<file path="config.mk">
export PLATFORM = sky130hd
export DESIGN_NAME = switch_bank_ctrl
export DESIGN_NICKNAME = d
export VERILOG_FILES = /design/src/rtl/switch_bank_ctrl_pkg.sv /design/src/rtl/switch_bank_ctrl_debounce.sv /design/src/rtl/switch_bank_ctrl.sv
export SDC_FILE = /design/constraint.sdc
export NUM_CORES = 1
export LEC_CHECK = 0
export ABC_AREA = 1
export CAP_MARGIN = 20
export CORE_MARGIN = 2
export CORE_UTILIZATION = 30
export DETAILED_ROUTE_END_ITERATION = 10
export GPL_ROUTABILITY_DRIVEN = 0
export HOLD_SLACK_MARGIN = 0.05
export PLACE_DENSITY = 0.53
export SETUP_SLACK_MARGIN = 0.02
export SLEW_MARGIN = 20
export SYNTH_ARGS = -nofsm -noshare
export SYNTH_HDL_FRONTEND = slang
export SYNTH_SLANG_ARGS = --single-unit
export TNS_END_PERCENT = 30
</file>
<file path="constraint.sdc">
create_clock -name clock -period 3.95 [get_ports clock]
set_input_delay 0.9875 -clock clock [delete_from_list [all_inputs] [get_ports clock]]
set_output_delay 0.9875 -clock clock [all_outputs]
set_load 0.01 [all_outputs]
</file>
<file path="src/rtl/switch_bank_ctrl_pkg.sv">
// Shared I/O definitions for the switch input region: default read-data width,
// status-word offset and the read-address decode used by the CPU read path.
package switch_bank_ctrl_pkg;

  localparam int unsigned DATA_W_DEFAULT = 16;

  typedef enum logic [1:0] {
    RD_BANK   = 2'd0,
    RD_STATUS = 2'd1,
    RD_RSVD   = 2'd2
  } rd_sel_e;

  // Status word sits directly after the last bank.
  function automatic int unsigned status_offset(input int unsigned n_banks);
    return n_banks;
  endfunction

  function automatic rd_sel_e decode_addr(input int unsigned addr, input int unsigned n_banks);
    if (addr < n_banks)                     return RD_BANK;
    if (addr == status_offset(n_banks))     return RD_STATUS;
    return RD_RSVD;
  endfunction

endpackage

</file>
<file path="src/rtl/switch_bank_ctrl_debounce.sv">
// One switch bank: 2-flop synchroniser followed by a hold-time debounce filter.
// chg_pulse_o is high in the cycle whose rising edge commits a new stable value.
module switch_debounce #(
  parameter int unsigned BANK_W   = 8,
  parameter int unsigned DB_LIMIT = 1000000,
  parameter int unsigned DB_CNT_W = 20
) (
  input  logic              clock,
  input  logic              reset_n,
  input  logic [BANK_W-1:0] pins_i,
  output logic [BANK_W-1:0] stable_o,
  output logic              chg_pulse_o
);

  localparam logic [DB_CNT_W-1:0] CNT_LAST = DB_CNT_W'(DB_LIMIT - 1);

  logic [BANK_W-1:0]   sync1_q, sync2_q, cand_q, stable_q;
  logic [DB_CNT_W-1:0] cnt_q;

  always_comb begin
    chg_pulse_o = (sync2_q == cand_q) && (cand_q != stable_q) && (cnt_q == CNT_LAST);
    stable_o    = stable_q;
  end

  always_ff @(posedge clock or negedge reset_n) begin
    if (!reset_n) begin
      sync1_q  <= '0;
      sync2_q  <= '0;
      cand_q   <= '0;
      stable_q <= '0;
      cnt_q    <= '0;
    end else begin
      sync1_q <= pins_i;
      sync2_q <= sync1_q;
      if (sync2_q != cand_q) begin
        cand_q <= sync2_q;
        cnt_q  <= '0;
      end else if (cand_q == stable_q) begin
        cnt_q <= '0;
      end else if (cnt_q == CNT_LAST) begin
        stable_q <= cand_q;
        cnt_q    <= '0;
      end else begin
        cnt_q <= cnt_q + DB_CNT_W'(1);
      end
    end
  end

endmodule

</file>
<file path="src/rtl/switch_bank_ctrl.sv">
// Debounced multi-bank switch port with sticky change flags, a read-to-clear
// status word, registered MMIO read data and a change interrupt.
module switch_bank_ctrl
  import switch_bank_ctrl_pkg::*;
#(
  parameter int unsigned BANK_W   = 8,
  parameter int unsigned N_BANKS  = 3,
  parameter int unsigned DATA_W   = DATA_W_DEFAULT,
  parameter int unsigned ADDR_W   = 2,
  parameter int unsigned DB_LIMIT = 1000000,
  parameter int unsigned DB_CNT_W = 20
) (
  input  logic                      clock,
  input  logic                      reset_n,
  input  logic [N_BANKS*BANK_W-1:0] switches,
  input  logic                      switch_ctrl,
  input  logic                      io_read,
  input  logic [ADDR_W-1:0]         switch_addr,
  output logic [DATA_W-1:0]         rd_data,
  output logic                      rd_valid,
  output logic [N_BANKS-1:0]        chg_flags,
  output logic                      irq
);

  if (BANK_W > DATA_W) begin : g_chk_bank_w
    $error("switch_bank_ctrl: BANK_W must not exceed DATA_W");
  end
  if (N_BANKS > DATA_W) begin : g_chk_status_w
    $error("switch_bank_ctrl: N_BANKS must not exceed DATA_W");
  end
  if ((64'(1) << ADDR_W) < 64'(N_BANKS + 1)) begin : g_chk_addr_w
    $error("switch_bank_ctrl: ADDR_W too narrow for banks plus status");
  end
  if (DB_LIMIT < 1 || (64'(1) << DB_CNT_W) <= 64'(DB_LIMIT)) begin : g_chk_db
    $error("switch_bank_ctrl: DB_LIMIT must be >= 1 and fit in DB_CNT_W");
  end

  logic [BANK_W-1:0]  stable_w [N_BANKS];
  logic [N_BANKS-1:0] chg_pulse;

  for (genvar b = 0; b < N_BANKS; b++) begin : g_bank
    switch_debounce #(
      .BANK_W  (BANK_W),
      .DB_LIMIT(DB_LIMIT),
      .DB_CNT_W(DB_CNT_W)
    ) u_db (
      .clock      (clock),
      .reset_n    (reset_n),
      .pins_i     (switches[b*BANK_W +: BANK_W]),
      .stable_o   (stable_w[b]),
      .chg_pulse_o(chg_pulse[b])
    );
  end

  logic               rd_req, status_rd;
  rd_sel_e            rd_sel;
  logic [BANK_W-1:0]  bank_rd;
  logic [DATA_W-1:0]  rd_data_d, rd_data_q;
  logic               rd_valid_q;
  logic [N_BANKS-1:0] chg_flags_d, chg_flags_q;
  logic               irq_q;

  always_comb begin
    rd_req    = switch_ctrl & io_read;
    rd_sel    = decode_addr(32'(switch_addr), N_BANKS);
    status_rd = rd_req && (rd_sel == RD_STATUS);

    bank_rd = '0;
    for (int unsigned b = 0; b < N_BANKS; b++) begin
      if (32'(switch_addr) == b) bank_rd = stable_w[b];
    end

    rd_data_d = rd_data_q;
    if (rd_req) begin
      unique case (rd_sel)
        RD_BANK:   rd_data_d = DATA_W'(bank_rd);
        RD_STATUS: rd_data_d = DATA_W'(chg_flags_q);
        default:   rd_data_d = '0;
      endcase
    end

    // A pulse on the same edge as a status read survives the clear.
    chg_flags_d = chg_pulse | (chg_flags_q & ~{N_BANKS{status_rd}});
  end

  always_ff @(posedge clock or negedge reset_n) begin
    if (!reset_n) begin
      rd_data_q   <= '0;
      rd_valid_q  <= 1'b0;
      chg_flags_q <= '0;
      irq_q       <= 1'b0;
    end else begin
      rd_data_q   <= rd_data_d;
      rd_valid_q  <= rd_req;
      chg_flags_q <= chg_flags_d;
      irq_q       <= |chg_flags_q;
    end
  end

  always_comb begin
    rd_data   = rd_data_q;
    rd_valid  = rd_valid_q;
    chg_flags = chg_flags_q;
    irq       = irq_q;
  end

endmodule
</file>
# [Yosys cells after proc, flatten, opt, wreduce, memory -nomap -nowiden]
# Index checks and enable logic that the tools add are counted.
[totals] elab_cells=85 out_inout_bits=21 in_bits=30 ff_bits=177
[classes] n_addsub=3 n_lt_le_gt_ge=1 bitwise_logic=10 reduce_logical=13 n_eq_ne=19 muxes=20
[ops] operator="$mux 20" n=9
[ops] operator="$add 20x1->20 const B" n=3
[ops] operator="$eq 20x20->1 const B" n=3
[ops] operator="$eq 8x8->1" n=6
[ops] operator="$ne 8x8->1" n=6
[ops] operator="$mux 8" n=3
[ops] operator="$pmux 8 s2" n=1
[ops] operator="$reduce_and 3->1" n=3
[ops] operator="$mux 2" n=4
[ops] operator="$logic_and 1x1->1" n=7
[ops] operator="$not 1->1" n=6
[ops] operator="$eq 2x1->1 const B" n=2
[ops] operator="$eq 2x2->1 const B" n=2
[ops] operator="$logic_not 2->1" n=2
[ops] operator="$and 3x3->3" n=1
[ops] operator="$mux 1" n=3
[ops] operator="$not 3->3" n=1
[ops] operator="$or 3x3->3" n=1
[ops] operator="$reduce_or 3->1" n=1
[ops] operator="$lt 2x2->1 const B" n=1
[ops] operator="$and 1x1->1" n=1

# [Logic depth before layout (Yosys ltp)]
[depth] ltp_word=10 depth_mapped=10 ltp_nobuf=10

# [Cells and area by module]
# From an unflattened synthesis, not the netlist that was laid out.
[hier_totals] hier_cells=973 area_unflattened_um2=8330.5
[modules_own_cells] mod="switch_debounce" area_each_um2=2519.9 cells_per_inst=291 n_inst=3 seq_area_each_um2=1301.2
[modules_own_cells] mod="switch_bank_ctrl" area_each_um2=770.7 cells_per_inst=100 n_inst=1 seq_area_each_um2=325.3

# [Least setup slack after synthesis]
# No wires, ideal clock.
[synth_timing] kind="input-to-reg" from="input port switch_ctrl" to="register rd_data_q[1] (netlist: rd_data[1])" required_ns=3.816 path_stages=5 arrival_time_ns=1.559 path_slack_ns=2.258 n_path_buf=1 path_cell_list="nand2_1 -> clkbuf_1 -> nor2_1 -> o21ai_0 -> o211ai_1"
[synth_via] elab_chain_len=1
[synth_rtl] element="start: declaration" line_no="switch_bank_ctrl.sv:16" rtl="input logic switch_ctrl,"
[synth_rtl] element="$and 1x1->1" line_no="switch_bank_ctrl.sv:64" rtl="rd_req = switch_ctrl & io_read;"
[synth_rtl] element="end signal: assignment" line_no="switch_bank_ctrl.sv:93" rtl="rd_data_q <= rd_data_d;"
[synth_rtl] element="end: declaration" line_no="switch_bank_ctrl.sv:58" rtl="logic [DATA_W-1:0] rd_data_d, rd_data_q;"
# No other way between the ends.
# A chain may end at the register's enable or synchronous reset.

# [Final worst setup path]
[layout_timing] from="register chg_flags_q[2] (netlist: chg_flags[2])" to="output port chg_flags[2]"
[layout_rtl] element="start: declaration" line_no="switch_bank_ctrl.sv:60" rtl="logic [N_BANKS-1:0] chg_flags_d, chg_flags_q;"
[layout_rtl] element="start signal: assignment" line_no="switch_bank_ctrl.sv:95" rtl="chg_flags_q <= chg_flags_d;"
[layout_rtl] element="end: declaration" line_no="switch_bank_ctrl.sv:21" rtl="output logic [N_BANKS-1:0] chg_flags,"
# No word-level cell between the ends.

==> impl_metrics.tcl <==
set metrics [dict create \
    slew_headroom_pct 59.0 \
    insertion_delay_ns 0.43 \
    path_buf_inv 1 \
    switching_share_pct 22.8 \
    worstSetupPathType "flip-flop to output port" \
    first_iter_violations 341 \
    max_freq_mhz 415 \
    hold_path.class "flip-flop to flip-flop" \
    multi_input_area_um2 3050 \
    ys_seq_area_share_pct 53.3 \
    final_antenna_net_count 0 \
    die_h_um 167 \
    cp_slowest_cell "clkdlybuf4s50_1" \
    worstSetupEndpointType "output port" \
    cts_hold_buf 0 \
    synth_top_area_cell "dfrtp_1" \
    dr.pass1.iters 6 \
    cts_max_level 4 \
    clkSinkCount 169 \
    worst_hold_slack_ns 0.347 \
    cp.arrival_ns 1.42 \
    cp-start-kind "flip-flop" \
    clk_path_buf_depth 2 \
    worstHoldStart "g_bank[1].u_db.sync1_q[4]" \
    hold_end "g_bank[1].u_db.sync2_q[4]" \
    cts_setup_buffers 0 \
    crit_required_ns 2.96 \
    mostFrequentLayoutCells "300 x nand2_1, 169 x dfrtp_1, 132 x nor2_1" \
    drv_slew 0 \
    cp_cell_sequence "clkdlybuf4s50_1" \
    nets 1017 \
    drive_gt1_share_pct 9.24 \
    clk_pin_slew_worst_paths_ns 0.07 \
    reg2reg_slack_ns 1.91 \
    drcViolationCount 0 \
    via_per_inst 4.21 \
    outcome "complete, no violations" \
    setup_viol 0 \
    vias 5606 \
    num_rows 59 \
    dieWidth_um 167 \
    cts_tree "yes" \
    fin_crit_ns 2.41 \
    vdd_ir_drop_max_mv 0.289 \
    power.net_switching_w 0.000826 \
    initial_core_util_pct 30.5 \
    wl_per_cell_um 11.6 \
    ys_seq_elements 169 \
    worstReg2RegStart "g_bank[0].u_db.cand_q[2]" \
    clockPowerShare_pct 45.3 \
    core-area_um2 26000 \
    cts_resized 0 \
    antenna_found_initial 0 \
    synth_top_cell_area_share_pct 53.3 \
    io_pins 51 \
    grt_pass1_wl_um 26700 \
    nFillCells 2694 \
    die_area_um2 27800 \
    reg2regPathDepth 8 \
    clock_skew_ns 0.0114 \
    leakagePower_nw 4.24 \
    cpLargestDelayFamily "buffers and inverters" \
    grt_pass1_vias 5483 \
    gr-total-overflow 0 \
    hold_viol 0 \
    root_buffer "clkbuf_16" \
    yosysWarnings 0 \
    hpwl_um 11000 \
    synth_cells 954 \
    maxCapViolations 0 \
    cp_max_fo 4 \
    synthTopCellsByArea "dfrtp_1 53%, nand2_1 14%, nor2_1 6.2%" \
    grt_usage_pct 11.9 \
    synth_area_um2 7940 \
    rsz0062_at_grt "false" \
    p_seq_share_pct 50.0 \
    area_growth_pct 15.8 \
    period_share_pct 61.0 \
    pwr_density_cell_nw_per_um2 394 \
    tns_ns 0 \
    syn_avg_cell_area_um2 8.32 \
    crit_path_max_incr_delay_ns 0.57 \
    min_path_cells 0 \
    layout_commonest_cell "nand2_1" \
    ys_types 34 \
    cts_inserted_buffers 17 \
    worst_pin_slew_ns 0.615 \
    power.share.combinational_pct 4.7 \
    seq_area_um2 4230 \
    internal-power_w 0.00280 \
    total_power_w 0.00363 \
    reg2reg_to "g_bank[0].u_db.cnt_q[11]" \
    io_buffers 42 \
    grt_max_degree 75 \
    antenna_cells 0 \
    wl_um 15400 \
]
==> worst reg2reg max path: cells and delay by family (launching register included) <==
kind	cells	cell delay [ns]
buffers and inverters	1	0.06
and+or+nand+nor	7	1.46
DFF	1	0.43
==> kinds of logic (layout without fill, tap and decap cells) <==
| group | Yosys count | after routing | share of synthesized area [%] |
|---|---|---|---|
| simple gates | 548 | 548 | 31.1 |
| fa+ha+maj | 3 | 3 | 0.473 |
| compound gates | 32 | 32 | 2.29 |
| buf+inv | 163 | 198 | 8.62 |
| flops | 169 | 169 | 53.3 |
| xor+xnor | 38 | 38 | 4.19 |
| other cells | 1 | 8 | 0.0472 |
==> power by group through the flow <==
stage / combinational [W] / clock [W] / sequential [W]
floorplan: 0.0000872 / 0 / 0.00184
global placement: 0.000173 / 0 / 0.00185
detailed placement: 0.000174 / 0 / 0.00185
CTS: 0.000175 / 0.00170 / 0.00181
global route: 0.000195 / 0.00178 / 0.00182
finish: 0.000169 / 0.00164 / 0.00181
==> flip-flops by register name (all words and copies together) (netlist names) <==
name                  flops
rd_valid                  1
chg_flags                 3
g_bank.u_db.sync1_q      24
g_bank.u_db.stable_o     24
irq                       1
rd_data                   8
g_bank.u_db.sync2_q      24
g_bank.u_db.cnt_q        60
g_bank.u_db.cand_q       24
==> how the worst max path moves through the flow <==
| stage | from | endpoint | slack, ns | cells after the start |
|---|---|---|---|---|
| 2_1_floorplan | switch_ctrl | rd_data[1] | 2.26 | 5 |
| 3_3_place_gp | switch_ctrl | rd_data[2] | 1.54 | 6 |
| 3_5_place_dp | io_read | rd_data[2] | 1.51 | 6 |
| 4_1_cts | rd_data[7] | rd_data[7] | 1.50 | 1 |
| 5_1_grt | rd_data[7] | rd_data[7] | 1.50 | 1 |
| 6_report | chg_flags[2] | chg_flags[2] | 1.54 | 1 |
==> routing by layer <==
layer | routed length (um) | global-route usage (%) | vias to the layer above
met1 | 7930 | 16.4 | 2558
met3 | 430 | 2.52 | 17
met5 | 0 | 0 | -
met2 | 6750 | 18.3 | 74
met4 | 258 | 4.46 | 0
li1 | - | - | 2957
==> area by class of cell <==
type	count	area share, %
clock buffers	19	4.82
clock inverters	12	1.51
inverters	123	5.02
multi-input cells	629	33.2
flip-flops and latches	169	46.0
well taps	335	4.56
repair buffers	44	4.89
==> through the flow <==
step	cell area (um2)	util (%)	worst slack [ns]	instances
floorplan	7960	-	2.26	961
global placement	8610	33.1	1.54	1300
detailed placement	8610	33.1	1.51	1300
CTS	9190	35.4	1.50	1331
global route	9190	35.4	1.50	1331
finish	9190	35.4	1.54	1331
==> cell usage after synthesis <==
library cell	number
clkbuf_1	25
buf_2	1
and3_1	2
nand2_2	5
o21ai_0	11
conb_1	1
nand2_1	300
xnor2_1	19
buf_4	9
o211ai_1	1
nor2_2	18
xor2_1	19
a41oi_1	2
inv_2	12
nand3b_4	2
o21bai_1	1
nor3_2	12
a21o_1	1
nand3_4	5
or2_2	1
a21oi_1	11
nor2_8	2
nor2_1	132
nand3_2	2
nand3b_1	1
inv_1	111
ha_1	3
nand4_1	30
dfrtp_1	169
and2_1	1
buf_6	5
nand3_1	26
nor3_1	9
o22ai_1	5
Power figures use the tool's default switching activity.
